===== config.mk =====
export PLATFORM = sky130hd
export DESIGN_NAME = io_unit_flat
export DESIGN_NICKNAME = d
export VERILOG_FILES = /design/src/rtl/io_unit_if.sv /design/src/rtl/io_unit.sv /design/src/flat_wrapper.sv
export SDC_FILE = /design/constraint.sdc
export NUM_CORES = 1
export LEC_CHECK = 0
export CAP_MARGIN = 30
export CORE_ASPECT_RATIO = 1.5
export CORE_MARGIN = 3
export CORE_UTILIZATION = 41
export DETAILED_ROUTE_END_ITERATION = 10
export GPL_TIMING_DRIVEN = 1
export PLACE_DENSITY = 0.87
export SYNTH_ARGS = -nofsm -noshare
export SYNTH_HDL_FRONTEND = slang
export SYNTH_SLANG_ARGS = --single-unit

===== constraint.sdc =====
create_clock -name clock -period 2.3 [get_ports clock]
set_input_delay 0.23 -clock clock [delete_from_list [all_inputs] [get_ports clock]]
set_output_delay 0.23 -clock clock [all_outputs]
set_load 0.02 [all_outputs]

===== src/rtl/io_unit_if.sv =====
// Bundle of the syscall request/response and host stream signals shared
// between the instruction controller / host side and the io_unit.
interface io_unit_if #(
   parameter int WIDTH = 16
);
   // controller request / response
   logic             runio;
   logic [WIDTH-1:0] acc;
   logic [WIDTH-1:0] dr;
   logic             iobusy;
   logic [WIDTH-1:0] io_result;
   logic             halted;

   // host input stream
   logic             in_valid;
   logic             in_ready;
   logic [WIDTH-1:0] in_data;

   // host output stream
   logic             out_valid;
   logic             out_ready;
   logic [WIDTH-1:0] out_data;

   // controller/host side
   modport master (
      output runio, acc, dr, in_valid, in_data, out_ready,
      input  iobusy, io_result, halted, in_ready, out_valid, out_data
   );

   // io_unit side
   modport slave (
      input  runio, acc, dr, in_valid, in_data, out_ready,
      output iobusy, io_result, halted, in_ready, out_valid, out_data
   );
endinterface


===== src/rtl/io_unit.sv =====
// Syscall execution unit: takes a runio request with ACC (code) and DR
// (argument), runs HALT / READ / WRITE over ready/valid host streams and
// returns the result for the ACC IO mux.
module io_unit #(
   parameter int WIDTH = 16
) (
   input  logic     clock,
   input  logic     reset,
   io_unit_if.slave bus
);

   localparam logic [WIDTH-1:0] CODE_HALT  = WIDTH'(0);
   localparam logic [WIDTH-1:0] CODE_READ  = WIDTH'(1);
   localparam logic [WIDTH-1:0] CODE_WRITE = WIDTH'(2);

   typedef enum logic [2:0] {
      IDLE  = 3'd0,
      READ  = 3'd1,
      WRITE = 3'd2,
      DONE  = 3'd3,
      HALT  = 3'd4
   } state_t;

   state_t           state, state_nx;
   logic             rd_ready, rd_ready_nx;
   logic             wr_valid, wr_valid_nx;
   logic [WIDTH-1:0] wr_data, wr_data_nx;
   logic [WIDTH-1:0] result, result_nx;
   logic             halt_flag, halt_flag_nx;

   // iobusy is decoded straight from state so the controller sees it in the
   // same cycle runio rises; HALT keeps it asserted for good.
   assign bus.iobusy    = (bus.runio && (state != DONE)) || (state == HALT);
   assign bus.in_ready  = rd_ready;
   assign bus.out_valid = wr_valid;
   assign bus.out_data  = wr_data;
   assign bus.io_result = result;
   assign bus.halted    = halt_flag;

   // Next-state and next-register-value decode.
   always_comb begin
      state_nx     = state;
      rd_ready_nx  = rd_ready;
      wr_valid_nx  = wr_valid;
      wr_data_nx   = wr_data;
      result_nx    = result;
      halt_flag_nx = halt_flag;

      case (state)
         IDLE: begin
            rd_ready_nx = 1'b0;
            wr_valid_nx = 1'b0;
            if (bus.runio) begin
               if (bus.acc == CODE_HALT) begin
                  state_nx     = HALT;
                  halt_flag_nx = 1'b1;
               end else if (bus.acc == CODE_READ) begin
                  state_nx    = READ;
                  rd_ready_nx = 1'b1;
               end else if (bus.acc == CODE_WRITE) begin
                  // wr_data doubles as the latched DR, so later DR
                  // changes cannot disturb the word or the result.
                  state_nx    = WRITE;
                  wr_data_nx  = bus.dr;
                  wr_valid_nx = 1'b1;
               end else begin
                  state_nx  = DONE;
                  result_nx = {WIDTH{1'b1}};
               end
            end
         end

         READ: begin
            if (bus.in_valid && rd_ready) begin
               result_nx   = bus.in_data;
               rd_ready_nx = 1'b0;
               state_nx    = DONE;
            end
         end

         WRITE: begin
            if (wr_valid && bus.out_ready) begin
               wr_valid_nx = 1'b0;
               result_nx   = wr_data;
               state_nx    = DONE;
            end
         end

         DONE: begin
            // Wait for runio to drop so a held request is not re-issued.
            rd_ready_nx = 1'b0;
            wr_valid_nx = 1'b0;
            if (!bus.runio) begin
               state_nx = IDLE;
            end
         end

         HALT: begin
            rd_ready_nx  = 1'b0;
            wr_valid_nx  = 1'b0;
            halt_flag_nx = 1'b1;
         end

         default: begin
            state_nx    = IDLE;
            rd_ready_nx = 1'b0;
            wr_valid_nx = 1'b0;
         end
      endcase
   end

   // State and output registers with synchronous active-low reset.
   always_ff @(posedge clock) begin
      if (!reset) begin
         state     <= IDLE;
         rd_ready  <= 1'b0;
         wr_valid  <= 1'b0;
         wr_data   <= '0;
         result    <= '0;
         halt_flag <= 1'b0;
      end else begin
         state     <= state_nx;
         rd_ready  <= rd_ready_nx;
         wr_valid  <= wr_valid_nx;
         wr_data   <= wr_data_nx;
         result    <= result_nx;
         halt_flag <= halt_flag_nx;
      end
   end

endmodule


===== src/flat_wrapper.sv =====
// flat-port wrapper written by rule: the top's interface ports become plain ports
module io_unit_flat 
#(
   parameter int WIDTH = 16
)
  (clock, reset, bus_runio, bus_acc, bus_dr, bus_in_valid, bus_in_data, bus_out_ready, bus_iobusy, bus_io_result, bus_halted, bus_in_ready, bus_out_valid, bus_out_data);
  io_unit_if #(.WIDTH(WIDTH)) bus_i ();
  input  logic clock;
  input  logic reset;
  input wire logic [$bits(bus_i.runio)-1:0] bus_runio;
  input wire logic [$bits(bus_i.acc)-1:0] bus_acc;
  input wire logic [$bits(bus_i.dr)-1:0] bus_dr;
  input wire logic [$bits(bus_i.in_valid)-1:0] bus_in_valid;
  input wire logic [$bits(bus_i.in_data)-1:0] bus_in_data;
  input wire logic [$bits(bus_i.out_ready)-1:0] bus_out_ready;
  output wire logic [$bits(bus_i.iobusy)-1:0] bus_iobusy;
  output wire logic [$bits(bus_i.io_result)-1:0] bus_io_result;
  output wire logic [$bits(bus_i.halted)-1:0] bus_halted;
  output wire logic [$bits(bus_i.in_ready)-1:0] bus_in_ready;
  output wire logic [$bits(bus_i.out_valid)-1:0] bus_out_valid;
  output wire logic [$bits(bus_i.out_data)-1:0] bus_out_data;
  assign bus_i.runio = bus_runio;
  assign bus_i.acc = bus_acc;
  assign bus_i.dr = bus_dr;
  assign bus_i.in_valid = bus_in_valid;
  assign bus_i.in_data = bus_in_data;
  assign bus_i.out_ready = bus_out_ready;
  assign bus_iobusy = bus_i.iobusy;
  assign bus_io_result = bus_i.io_result;
  assign bus_halted = bus_i.halted;
  assign bus_in_ready = bus_i.in_ready;
  assign bus_out_valid = bus_i.out_valid;
  assign bus_out_data = bus_i.out_data;
  io_unit #(.WIDTH(WIDTH)) u_core (.clock(clock), .reset(reset), .bus(bus_i));
endmodule

* Word level (Yosys, flattened, before mapping)
Index checks and enable logic that the tools add are counted.
** Operators by class
- Muxes and demuxes :: 29
- Bitwise gates (word level) :: 5
- Equality and inequality tests :: 15
- Reductions and logical operators :: 14
** Operators with widths (number)
- $mux 16 :: 6
- $pmux 16 s3 :: 1
- $mux 3 :: 6
- $eq 16x1->1 const B :: 1
- $eq 16x2->1 const B :: 1
- $logic_not 16->1 :: 1
- $pmux 3 s5 :: 1
- $mux 1 :: 12
- $ne 2x2->1 const B :: 5
- $reduce_and 5->1 :: 2
- $reduce_and 7->1 :: 1
- $eq 3x2->1 const B :: 2
- $ne 2x1->1 const B :: 3
- $pmux 1 s3 :: 2
- $not 1->1 :: 5
- $reduce_and 2->1 :: 2
- $eq 3x1->1 const B :: 1
- $eq 3x3->1 const B :: 1
- $logic_and 1x1->1 :: 3
- $logic_not 3->1 :: 1
- $ne 3x2->1 const B :: 1
- $reduce_and 3->1 :: 1
- $reduce_bool 3->1 :: 1
- $pmux 1 s2 :: 1
- 2 further kinds :: 2
** Storage, ports and cells
- Input port bits :: 53
- Word-level logic and storage cells :: 69
- Flip-flop bits (word level) :: 38

* Longest topological paths before layout
- Word-level depth :: 6
- Depth in mapped cells :: 7

* Worst setup path before layout
Ideal clock, no wire load.
- Path type :: input to register
- From :: input port bus_acc[3]
- To :: register u_core.result[0], in the netlist u_core.bus.io_result[0]
- Buffers on the path :: 1
- Setup time :: 72 ps
- Slack :: 626 ps
- Stages on the path :: 5
- Arrival :: 1603 ps
- Cells stage by stage :: nor4_4 nand4_4 o311ai_4 buf_8 mux2i_1
** Between the ends
- Word-level cells in the longest chain between the ends :: 3
** Ends and longest elaborated chain
- start, declared :: RTL line flat_wrapper.sv:11 : input wire logic [$bits(bus_i.acc)-1:0] bus_acc;
- $eq 16x1->1 (tied with other cells) :: RTL line io_unit.sv:57 : end else if (bus.acc == CODE_READ) begin
- $ne 2x2->1 (no source line)
- $reduce_and 7->1 (no source line) *
- end signal, assigned :: RTL line io_unit.sv:126 : result <= result_nx;
- end, declared :: RTL line io_unit.sv:28 : logic [WIDTH-1:0] result, result_nx;
Mark *: on every way between the ends. The rest lies on a longest branch, timed or not.
A chain may end at the register's enable or synchronous reset.

* Worst setup path after layout
- From :: register u_core.state[2]
- To :: output port bus_iobusy
** Between the ends
- Word-level cells in the longest chain between the ends :: 3
** Ends and longest elaborated chain
- start, declared :: RTL line io_unit.sv:24 : state_t state, state_nx;
- start signal, assigned :: RTL line io_unit.sv:122 : state <= state_nx;
- $ne 3x2->1 :: RTL line io_unit.sv:33 : assign bus.iobusy = (bus.runio && (state != DONE)) || (state == HALT);
- $logic_and 1x1->1 :: RTL line io_unit.sv:33
- $logic_or 1x1->1 * :: RTL line io_unit.sv:33
- end, declared :: RTL line flat_wrapper.sv:16 : output wire logic [$bits(bus_i.iobusy)-1:0] bus_iobusy;
Marked as above.

==> results.yml <==
global_route:
  grt_pass1_vias: 1930
  grt_overflow_total: 0
  antenna_found_initial: 0
  grt_max_degree: 35
  grt_pass1_wl_um: 9018
  gr-usage-all-layers: 0.2103
detailed_routing:
  routedWlPerCell_um: 15.01
  drt_pre_antenna_iters: 4
  drt-initial-drc-count: 104
  finalWirelength_um: 5539
  drc: 0
  vias_per_cell: 5.290
  vias: 1952
  postRouteAntennaNets: 0
final_layout:
  fill_cells: 377
  fin_nets: 359
  layout-drive-gt1-share: 0.07492
  multiInputGateArea_mm2: 0.001070
  diodes: 0
  area_growth_pct: 53.54
  seq_area_um2: 760.7
synthesis:
  synth_top_area_frac: 0.3951
  netlist_instances: 225
  async_flop_share: 0
  synth_cell_types: 31
  synth-main-ff-cell: "dfxtp_1"
  syn_area_per_cell_um2: 8.558
  yosysSeqAreaShare: 0.3951
  yosysWarningCount: 0
  yosysMostFrequentCell: "dfxtp_1"
  synth_edf_count: 0
  ys_seq_elements: 38
  syn_area_mm2: 0.001926
  syn-num-nets: 278
  yosys-top-cells-area: "dfxtp_1 (40%), mux2i_1 (8.3%), a22o_1 (7.3%)"
  ys_top_cells_by_count: "dfxtp_1 (38), nand2_1 (27), a21oi_1 (24), o21ai_0 (21), nand3_1 (18)"
  synth_top_area_cell: "dfxtp_1"
power:
  sw_frac_of_total: 0.3656
  pwr-share-seq: 0.331
  pwr_density_cell_mw_per_mm2: 880.1
  p_comb_frac: 0.484
  p_int_mw: 1.651
  switching_power_mw: 0.9514
  pwr-share-clk: 0.185
  ir_worst_vdd_v: 0.0004668
  power.leakage_nw: 1.062
worst_hold_path:
  hold_class: "register to register"
timing:
  slew_headroom: 0.4414
  min_period_ns: 2.080
  rsz0062_at_grt: "false"
  tightest_slew_ns: 0.8347
  layout_setup_ws_ns: 0.2198
  skew_ns: 0.008865
  fin_crit_sh: 0.9044
  hold_viol: 0
  setup_violations: 0
  fmax_ghz: 0.4807
  maxSlewViolCount: 0
  setup_tns_ns: 0
job:
  drv_cap: 0
critical_path:
  critical_path_class: "register to primary output"
  crit_path_end_kind: "primary output"
  worstPathMaxFanout: 12
  cp.arrival_ns: 1.85
  slowest_delay_ns: 0.63
  cp-start-kind: "register"
  slowest_stage: "clkdlybuf4s50_1"
  cp_cell_sequence: "a21oi_1 > o21ai_0 > clkdlybuf4s50_1"
  cp_data_required_time_ns: 2.07
clock_network:
  clk_path_buf_depth: 2
  cts_tree: "yes"
  postCtsHoldBufs: 0
  clk_latency_ns: 0.30
  cts_buffers: 5
  ctsHtreeMaxLevel: 2
  clock-sinks: 38
  clkTransAtPathRegs_ns: 0.07
  cts-resized-gates: 0
  cts_root_buffer: "clkbuf_8"
  post-cts-setup-buffer-count: 0
floorplanning:
  pin_count: 89
  initial_core_util: 0.4386
  num_rows: 29
  die_h_um: 89.94
  core-area_mm2: 0.004390
  die_w_um: 61.96
  die_area_mm2: 0.005572
placed_design:
  placement.io_buffers: 88
  dpl.hpwl_um: 4192
  place_congestion: 0.8572
  place_ws_ns: 0.2902
run_status:
  status: "finished, final reports clean"
==> cell type report <==
| class | count | area share |
|---|---|---|
| clock inverters | 2 | 0.004232 |
| clock buffers | 6 | 0.02793 |
| repair buffers | 95 | 0.3199 |
| flip-flops and latches | 38 | 0.2573 |
| multi-input cells | 164 | 0.3618 |
| inverters | 2 | 0.002539 |
| well taps | 62 | 0.02624 |
==> path summary, 6_finish.rpt <==
| check | start | endpoint | slack (ns) | cells past startpoint |
|---|---|---|---|---|
| worst max-delay path | u_core.state[2] | bus_iobusy | 0.22 | 3 |
| worst min-delay path | u_core.bus.io_result[2] | u_core.bus.io_result[2] | 0.46 | 2 |
| worst max register to register | u_core.state[2] | u_core.bus.io_result[14] | 0.38 | 4 |
| worst min register to register | u_core.bus.io_result[2] | u_core.bus.io_result[2] | 0.46 | 2 |
==> kinds of logic (layout without fill, tap and decap cells) <==
| family | after synthesis | count (layout) | synth area share |
|---|---|---|---|
| compound gates | 81 | 81 | 0.2632 |
| simple gates | 67 | 67 | 0.2040 |
| flops | 38 | 38 | 0.3951 |
| buf+inv | 23 | 105 | 0.05458 |
| mux | 16 | 16 | 0.08317 |
==> metal layers <==
layer | GRT usage | share of wire
met3 | 0.05158 | 0.044
met4 | 0.09204 | 0.038
met2 | 0.3503 | 0.53
met1 | 0.2413 | 0.38
met5 | 0 | 0
==> flip-flops by register name (all words and copies together) (netlist names) <==
register              cells
u_core.bus.io_result     16
u_core.state              3
u_core.bus.halted         1
u_core.bus.out_valid      1
u_core.bus.in_ready       1
u_core.bus.out_data      16
==> power by group through the flow <==
stage | logic [mW] | clock network (mW) | registers [mW]
after global routing | 1.38 | 0.513 | 0.874
after floorplan | 0.732 | 0 | 0.965
after CTS | 1.27 | 0.485 | 0.861
after detailed placement | 1.27 | 0 | 0.876
after global placement | 1.24 | 0 | 0.875
final | 1.26 | 0.482 | 0.860
==> through the flow <==
step                      instance area (um^2)  utilization  total power [mW]  std cells  hold slack [ns]
after detailed placement                  2861       0.6518             2.142        361           0.4528
after global placement                    2861       0.6518             2.117        361           0.4459
after global routing                      2957       0.6734             2.770        369           0.4805
after CTS                                 2957       0.6734             2.614        369           0.4634
final                                     2957       0.6734             2.602        369           0.4572
after floorplan                           1926            -             1.697        225           0.3819
==> placed cells by master (no fill, tap or decap) <==
cell type | Yosys | layout
nor3b_2 | 0 | 2
clkdlybuf4s50_1 | 0 | 88
o21ai_0 | 21 | 21
a21oi_1 | 24 | 24
nand4_1 | 1 | 1
nor4bb_1 | 1 | 1
o311ai_4 | 1 | 1
or3_1 | 1 | 1
nand4_4 | 1 | 1
inv_1 | 2 | 2
a22oi_2 | 1 | 1
nand2_1 | 27 | 27
o21ai_1 | 14 | 14
nor2_1 | 3 | 3
nor4_1 | 3 | 3
a22o_1 | 16 | 16
a21o_1 | 1 | 1
nand4b_1 | 1 | 1
and4_1 | 1 | 1
clkinv_2 | 0 | 1
nor4_4 | 3 | 3
and2_1 | 2 | 2
dfxtp_1 | 38 | 38
buf_4 | 0 | 6
clkinvlp_4 | 0 | 1
nor2b_1 | 3 | 3
clkbuf_8 | 0 | 6
mux2i_1 | 16 | 16
o32ai_1 | 1 | 1
nand3_1 | 18 | 18
o2bb2ai_1 | 1 | 1
buf_12 | 0 | 1
o31ai_1 | 1 | 1
==> worst max-delay path: cells and delay by family (launching register included) <==
family	cells	cell delay, ns
buf+inv	1	0.63
flops	1	0.62
compound gates	2	0.31
Note: power is estimated with default switching activity, not from simulation.
